$ cat src/rtl/lsu_pkg.sv
// Shared encodings for the load/store unit: access sizes and FSM states.
// Imported by lsu_data_align and load_store_unit.
package lsu_pkg;

  localparam logic [1:0] SZ_BYTE = 2'd0;
  localparam logic [1:0] SZ_HALF = 2'd1;
  localparam logic [1:0] SZ_WORD = 2'd2;

  typedef enum logic [2:0] {
    ST_IDLE  = 3'd0,
    ST_LOAD  = 3'd1,
    ST_MERGE = 3'd2,
    ST_WRITE = 3'd3,
    ST_RESP  = 3'd4
  } lsu_state_e;

  // Encoding 3 is not a distinct size; the unit handles it exactly like a word.
  function automatic logic is_word(input logic [1:0] size);
    return size[1];
  endfunction

endpackage

$ cat src/rtl/lsu_data_align.sv
// Combinational data path of the load/store unit: load sign/zero extension and
// sub-word store merge into the word read back from memory. Requires byte_W >= 2.
module lsu_data_align
  import lsu_pkg::*;
#(
  parameter int byte_W = 4
) (
  input  logic [8*byte_W-1:0] load_rdata,
  input  logic [1:0]          load_size,
  input  logic                load_signed,
  output logic [8*byte_W-1:0] load_data,
  input  logic [8*byte_W-1:0] store_old,
  input  logic [8*byte_W-1:0] store_new,
  input  logic [1:0]          store_size,
  output logic [8*byte_W-1:0] store_merged
);

  localparam int W = 8 * byte_W;

  logic byte_sign;
  logic half_sign;

  assign byte_sign = load_signed & load_rdata[7];
  assign half_sign = load_signed & load_rdata[15];

  // NOTE: every output of a combinational block gets a default first, so no
  // path through the case can leave it unassigned and infer a latch.
  always_comb begin
    load_data = load_rdata;
    if (!is_word(load_size)) begin
      if (load_size == SZ_BYTE) begin
        load_data = {{(W - 8){byte_sign}}, load_rdata[7:0]};
      end else begin
        load_data = {{(W - 16){half_sign}}, load_rdata[15:0]};
      end
    end
  end

  always_comb begin
    store_merged = store_new;
    if (!is_word(store_size)) begin
      if (store_size == SZ_BYTE) begin
        store_merged = {store_old[W-1:8], store_new[7:0]};
      end else begin
        store_merged = {store_old[W-1:16], store_new[15:0]};
      end
    end
  end

endmodule

$ cat src/rtl/load_store_unit.sv
// Load/store initiator for data_memory: one request in flight, read-modify-write
// for sub-word stores. Optional misalignment rejection under `ALIGN_CHECK_EN.
module load_store_unit
  import lsu_pkg::*;
#(
  parameter int byte_W = 4,
  parameter int Addr_W = 8
) (
  input  logic                clk,
  input  logic                rst_n,
  input  logic                inp_req_valid,
  output logic                out_req_ready,
  input  logic                inp_req_write,
  input  logic [1:0]          inp_req_size,
  input  logic                inp_req_signed,
  input  logic [Addr_W-1:0]   inp_req_address,
  input  logic [8*byte_W-1:0] inp_req_wdata,
  output logic                out_resp_valid,
  output logic [8*byte_W-1:0] out_resp_rdata,
  output logic                out_resp_error,
  output logic [Addr_W-1:0]   out_mem_address,
  output logic [8*byte_W-1:0] out_mem_wdata,
  output logic                out_mem_write_enable,
  input  logic [8*byte_W-1:0] inp_mem_rdata
);

  localparam int W = 8 * byte_W;

  lsu_state_e        state;
  logic              write_q;
  logic [1:0]        size_q;
  logic              signed_q;
  logic [Addr_W-1:0] addr_q;
  logic [W-1:0]      data_q;
  logic [W-1:0]      rdata_q;
  logic [W-1:0]      load_data;
  logic [W-1:0]      store_merged;
  logic              misaligned;

`ifdef ALIGN_CHECK_EN
  localparam int OFS_W = (byte_W > 1) ? $clog2(byte_W) : 1;
  logic err_q;

  assign misaligned = (inp_req_size == SZ_HALF && inp_req_address[0]) ||
                      (is_word(inp_req_size) && inp_req_address[OFS_W-1:0] != '0);
`else
  assign misaligned = 1'b0;
`endif

  lsu_data_align #(
    .byte_W (byte_W)
  ) u_align (
    .load_rdata   (inp_mem_rdata),
    .load_size    (size_q),
    .load_signed  (signed_q),
    .load_data    (load_data),
    .store_old    (inp_mem_rdata),
    .store_new    (data_q),
    .store_size   (size_q),
    .store_merged (store_merged)
  );

  // NOTE: state is updated with non-blocking assignments so every register
  // samples the pre-edge values, independent of statement order.
  always_ff @(posedge clk or negedge rst_n) begin
    if (!rst_n) begin
      state    <= ST_IDLE;
      write_q  <= 1'b0;
      size_q   <= SZ_BYTE;
      signed_q <= 1'b0;
      addr_q   <= '0;
      data_q   <= '0;
      rdata_q  <= '0;
`ifdef ALIGN_CHECK_EN
      err_q    <= 1'b0;
`endif
    end else begin
      case (state)
        ST_IDLE: begin
          if (inp_req_valid) begin
            write_q  <= inp_req_write;
            size_q   <= inp_req_size;
            signed_q <= inp_req_signed;
            addr_q   <= inp_req_address;
            data_q   <= inp_req_wdata;
            rdata_q  <= '0;
`ifdef ALIGN_CHECK_EN
            err_q    <= misaligned;
`endif
            if (misaligned) begin
              state <= ST_RESP;
            end else if (!inp_req_write) begin
              state <= ST_LOAD;
            end else if (is_word(inp_req_size)) begin
              state <= ST_WRITE;
            end else begin
              state <= ST_MERGE;
            end
          end
        end
        ST_LOAD: begin
          rdata_q <= load_data;
          state   <= ST_RESP;
        end
        ST_MERGE: begin
          data_q <= store_merged;
          state  <= ST_WRITE;
        end
        ST_WRITE: state <= ST_RESP;
        ST_RESP:  state <= ST_IDLE;
        default:  state <= ST_IDLE;
      endcase
    end
  end

  // Outputs decode straight from the state register, so an asynchronous reset
  // clears them (and withdraws a pending write) in the same cycle.
  assign out_req_ready        = (state == ST_IDLE) && rst_n;
  assign out_mem_write_enable = (state == ST_WRITE);
  assign out_mem_wdata        = (state == ST_WRITE) ? data_q : '0;
  assign out_mem_address      = (state inside {ST_LOAD, ST_MERGE, ST_WRITE}) ? addr_q : '0;
  assign out_resp_valid       = (state == ST_RESP);
  assign out_resp_rdata       = (state == ST_RESP && !write_q) ? rdata_q : '0;

`ifdef ALIGN_CHECK_EN
  assign out_resp_error = (state == ST_RESP) && err_q;
`else
  assign out_resp_error = 1'b0;
`endif

endmodule

$ cat config.mk
export PLATFORM = sky130hd
export DESIGN_NAME = load_store_unit
export DESIGN_NICKNAME = d
export VERILOG_FILES = /design/src/rtl/lsu_pkg.sv /design/src/rtl/lsu_data_align.sv /design/src/rtl/load_store_unit.sv
export SDC_FILE = /design/constraint.sdc
export NUM_CORES = 1
export LEC_CHECK = 0
export CAP_MARGIN = 20
export CORE_ASPECT_RATIO = 0.6
export CORE_UTILIZATION = 48
export CTS_CLUSTER_SIZE = 40
export DETAILED_ROUTE_END_ITERATION = 8
export PLACE_DENSITY = 0.83
export SLEW_MARGIN = 20
export SYNTH_ARGS = -nofsm -noshare
export SYNTH_HDL_FRONTEND = slang
export SYNTH_SLANG_ARGS = --single-unit
$ cat constraint.sdc
create_clock -name clk -period 2.81 [get_ports clk]
set_input_delay 0.562 -clock clk [delete_from_list [all_inputs] [get_ports clk]]
set_output_delay 0.562 -clock clk [all_outputs]
set_load 0.01 [all_outputs]
==> results of run 1 <==
## sequential cells by signal (all words and copies together) (netlist names)
name	cells
data_q	32
rdata_q	32
addr_q	8
state	3
size_q	2
signed_q	1
write_q	1
## stage by stage
stage / util (%) / hold slack, ns / total power [W] / cells
CTS: 73.7 / 0.0159 / 0.00586 / 610
global route: 73.9 / 0.0110 / 0.00621 / 610
detailed placement: 70.2 / 0.376 / 0.00471 / 595
finish: 73.9 / 0.0247 / 0.00586 / 610
floorplan: - / 0.266 / 0.00377 / 352
global placement: 70.2 / 0.373 / 0.00459 / 595
## report_power, final
group	total, W	switching, W	internal (W)	leakage, nW
logic	0.00267	0.00123	0.00144	1.51
clock network	0.00112	0.000443	0.000680	0.135
registers	0.00206	0.000363	0.00170	0.969
total	0.00586	0.00204	0.00382	2.61
## layer usage
| layer | vias up | GRT usage [%] | routed length [microns] |
|---|---|---|---|
| li1 | 1552 | - | - |
| met2 | 144 | 39.8 | 5020 |
| met4 | 0 | 8.61 | 170 |
| met1 | 1655 | 40.4 | 5350 |
| met3 | 17 | 8.75 | 935 |
| met5 | - | 0 | 0 |
## critical path, stage by stage (launching register included)
cell and delay, ns:
dfrtp_2 0.45, nor3b_2 0.21, nor2b_1 0.21, buf_6 0.22, and2_1 0.17, clkdlybuf4s50_1 0.54
## final timing paths
kind	from	cells after the start	slack [ns]	endpoint
worst max-delay path	state[1]	5	0.11	out_resp_rdata[16]
worst min-delay path	rst_n	1	0.02	data_q[21]
worst max register to register	size_q[1]	3	0.80	data_q[9]
worst min register to register	rdata_q[14]	1	0.48	rdata_q[14]
max in group asynchronous	rst_n	2	1.59	state[1]
min in group clk	rdata_q[14]	1	0.48	rdata_q[14]
## cell type report
cell class	count	area, sq um	share of cell area (%)
sequential	79	1980	33.6
multi-input combinational	240	1860	31.6
timing repair buffer	166	1630	27.7
clock buffer	11	233	3.95
tap	108	135	2.29
clock inverter	4	47.5	0.807
inverter	2	7.51	0.127
## logic make-up after synthesis
group,synth area share (%)
muxes,16.2
and+or+nand+nor,21.8
buffers and inverters,4.68
DFF,49.3
other,0.0934
AOI/OAI and AO/OA,8.01
## what timing repair did
action / 4_1_cts / 5_1_grt
hold endpoints to repair: 0 / 0
endpoints found under the setup margin: 0 / 33
hold buffers: 0 / 0
resized for setup: 0 / 3
## cells in the mapped netlist, types with 3 or more instances
cell type,number
nor2_1,4
and3_1,32
buf_1,3
nand3_1,49
dfrtp_1,79
mux2_4,17
o2bb2ai_1,8
or2_2,6
clkbuf_1,14
o221a_2,8
a22o_1,8
mux2_2,33
buf_2,6
o21ai_0,9
and2_1,42
buf_6,7
==> out/metrics.yaml, run 1 <==
outcome:
  status: "finished, final reports clean"
sta:
  finalCritPeriodShare_pct: 96.2
  hold_viol_final: 0
  slew_headroom_pct: 37.1
  setup_ws_ns: 0.106
  clock_skew_ns: 0.00460
  max_slew.worst_pin.slew_ns: 0.943
  fin_crit_ns: 2.70
  setup_viol: 0
  fmax_mhz: 370
  setup-tns-final_ns: 0
  slew_violations: 0
power_and_ir_drop:
  power_density_nw_per_um2: 994
  leakagePower_nw: 2.61
  ir_worst_vdd_v: 0.000577
finish:
  area_growth_pct: 46.9
  nets: 577
  layout_commonest_cell: "clkdlybuf4s50_1"
  num-fill-cells: 572
  most-common-layout-cells: "clkdlybuf4s50_1 (152), dfrtp_1 (78), nand3_1 (49)"
  stdcell_area_sq_um: 5890
  diodes: 0
  drive_gt1_share_pct: 19.7
logic_synthesis:
  ys.flop_type: "dfrtp_1"
  synth_area_leaders: "dfrtp_1 (49%), mux2_2 (9.3%), and2_1 (6.5%), mux2_4 (6.4%), nand3_1 (6.1%)"
  yosysUniqueCellTypes: 38
  yosys.area.top_type: "dfrtp_1"
  synth.net_count: 431
  yosysSeqAreaShare_pct: 49.3
  synth-edff-count: 0
  syn-instance-count: 352
  synth_area_sq_um: 4010
  synth_warnings: 0
  synth_top_area_share_pct: 49.3
  ys_ff_latch: 79
  synthArstFlopShare_pct: 100
  synth.avg_cell_area_sq_um: 11.4
clocking:
  numCtsBuffers: 9
  post_cts_buffers: 0
  clk_latency_ns: 0.34
  cts_buffer_depth: 2
  htree_levels: 3
  cts_tree: "yes"
  path_clk_slew_ns: 0.06
  root_buffer: "clkbuf_16"
  clock-sinks: 79
global_route:
  grt_util_all_layers_pct: 27.9
  grt_pass1_vias: 3247
  grt_max_degree: 77
  antenna_found_initial: 0
  grt_first_pass_wirelength_microns: 18100
  grt-ovfl-total: 0
placement:
  numPortBuffers: 153
  post-place-ws_ns: 0.324
  dpl-instance-area_sq_um: 5600
  globalplace.congestion: 0.809
  dp_hpwl_microns: 8190
detailed_routing:
  drt-initial-drc-count: 306
  viasPerCell: 5.52
  vias: 3368
  avgRoutedWirePerCell_microns: 18.8
  route.detailed.drc: 0
  dr.pass1.iters: 4
  drt-total-wl_microns: 11500
  ant_nets: 0
job:
  cap_violations: 0
die:
  core-area_sq_um: 7980
  ioPinCount: 155
  design.die.area_sq_um: 8740
  die_w_microns: 120
  num_rows: 25
  fp.dieH_microns: 72.8
  start_util_pct: 50.3
hold_path:
  worstHoldPathType: "input pin to async pin"
critical_path:
  cp-end-kind: "output pin"
  cp.required_ns: 2.25
  crit_arrival_ns: 2.14
  start_kind: "register"
  setup.worst_path.class: "register to output pin"
  crit_path_max_fanout: 32
(Power assumes the default switching activity.)
==> run 2: changes to the inputs <==
- GPL_ROUTABILITY_DRIVEN: unset -> 0
==> results of run 2 <==
Same layout as run 1: the final DEF is identical, and so are final timing and power.
==> run 3: changes to the inputs <==
- CORE_UTILIZATION: 48 -> 66
- DONT_BUFFER_PORTS: unset -> 1
- PLACE_DENSITY: 0.83 -> 0.78
==> run 3 against run 2 <==
Highest routed layer unchanged. Critical endpoint is now out_resp_rdata[26]. Sequential share of layout area up 13 points. Global-route usage is 2.3 points higher. Maximum frequency increased by 8.5%.
==> out/metrics.yaml, run 3 (same netlist as run 1, synthesis figures left out) <==
outcome:
  status: "finished, final reports clean"
detailed_routing:
  route.detailed.drc: 0
  avgRoutedWirePerCell_microns: 20.7
  drt-total-wl_microns: 8840
  ant_nets: 0
  drt-initial-drc-count: 223
  viasPerCell: 6.29
  vias: 2679
  dr.pass1.iters: 5
power_and_ir_drop:
  power_density_nw_per_um2: 1170
  leakagePower_nw: 1.99
  ir_worst_vdd_v: 0.000637
  power_w: 0.00496
global_route:
  grt_util_all_layers_pct: 30.2
  grt_first_pass_wirelength_microns: 14300
  grt_pass1_vias: 2658
  grt-ovfl-total: 0
  antenna_found_initial: 0
  grt_max_degree: 80
clocking:
  root_buffer: "clkbuf_8"
  cts_buffer_depth: 2
  clock-sinks: 79
  clk_latency_ns: 0.36
  cts_tree: "yes"
  numCtsBuffers: 9
  htree_levels: 3
  path_clk_slew_ns: 0.08
  post_cts_buffers: 0
finish:
  most-common-layout-cells: "dfrtp_1 (78), nand3_1 (49), and2_1 (42)"
  diodes: 0
  layout_commonest_cell: "dfrtp_1"
  reg_top3: "data_q x32, rdata_q x32, addr_q x8"
  nets: 420
  num-fill-cells: 425
  drive_gt1_share_pct: 27.2
  multi_input_area_sq_um: 1850
  area_growth_pct: 5.24
  regArea_sq_um: 1980
placement:
  post-place-ws_ns: 0.613
  numPortBuffers: 0
  dp_hpwl_microns: 6080
sta:
  setup_viol: 0
  setup_ws_ns: 0.318
  finalCritPeriodShare_pct: 88.7
  grt_setup_unrepaired: "no"
  max_slew.worst_pin.slew_ns: 0.691
  hold_viol_final: 0
  fin_crit_ns: 2.49
  slew_violations: 0
  setup-tns-final_ns: 0
  timing.hold.ws_ns: 0.0919
  slew_headroom_pct: 53.7
  clock_skew_ns: 0.00948
  fmax_mhz: 401
job:
  cap_violations: 0
die:
  design.die.area_sq_um: 6410
  start_util_pct: 70.1
  core-area_sq_um: 5730
  ioPinCount: 155
  die_w_microns: 103
  num_rows: 21
  fp.dieH_microns: 62.4
critical_path:
  cp-end-kind: "output pin"
  crit_path_max_fanout: 33
  start_kind: "register"
  crit_arrival_ns: 1.93
  cp.required_ns: 2.25
  reg2reg_depth: 3
  setup.worst_path.class: "register to output pin"
hold_path:
  worstHoldPathType: "input pin to async pin"
run 3: cell types whose count changed in the layout (fill, tap and decap cells not counted), moves of 2 or more:
cell / change
buf_4: -5
clkbuf_16: -9
clkbuf_8: +10
clkdlybuf4s50_1: -152
clkinvlp_4: +2
run 3: worst paths after layout:
check | from | endpoint | slack [ns]
worst max register to register | state[1] | rdata_q[1] | 0.61
worst max-delay path | state[1] | out_resp_rdata[26] | 0.32
worst min-delay path | rst_n | rdata_q[5] | 0.09
max in group asynchronous | rst_n | state[1] | 2.40
min in group clk | inp_mem_rdata[0] | rdata_q[0] | 0.33
worst min register to register | rdata_q[10] | rdata_q[10] | 0.48
run 3: critical path, cell delays in order (launching register included):
cell     delay (ns)
dfrtp_2        0.59
nor3b_1        0.31
nor2b_1        0.16
buf_4          0.26
and2_1         0.24
run 3: what timing repair did:
item                      in CTS  in global routing
hold endpoints to repair      79                  0
hold buffers                   1                  0
resized for setup              0                  0
run 3: metal layers:
metal	vias up	track usage [%]	share of wire (%)
met2	146	41.0	42
met4	0	12.1	1.6
met3	15	9.96	9.6
met5	-	0	0
met1	1283	44.6	46
li1	1235	-	-
run 3: where the power goes:
group / leakage, nW / switching, W / internal (W)
clock network: 0.0916 / 0.000417 / 0.000433
logic: 0.928 / 0.00100 / 0.00101
registers: 0.969 / 0.000407 / 0.00169
total: 1.99 / 0.00183 / 0.00313
run 3: cell type report:
cell class                 count  share of cell area [%]
sequential                    79                    46.8
timing repair buffer           9                    2.07
multi-input combinational    240                    43.8
inverter                       2                   0.178
clock buffer                  11                    3.35
clock inverter                 5                    1.36
tap                           80                    2.37
run 3: through the flow:
step                cells  cell area, sq um  util, %
finish                426              4220     73.7
global route          426              4220     73.7
CTS                   426              4220     73.7
detailed placement    409              4000     69.8
global placement      409              4000     69.8
floorplan             352              4010        -
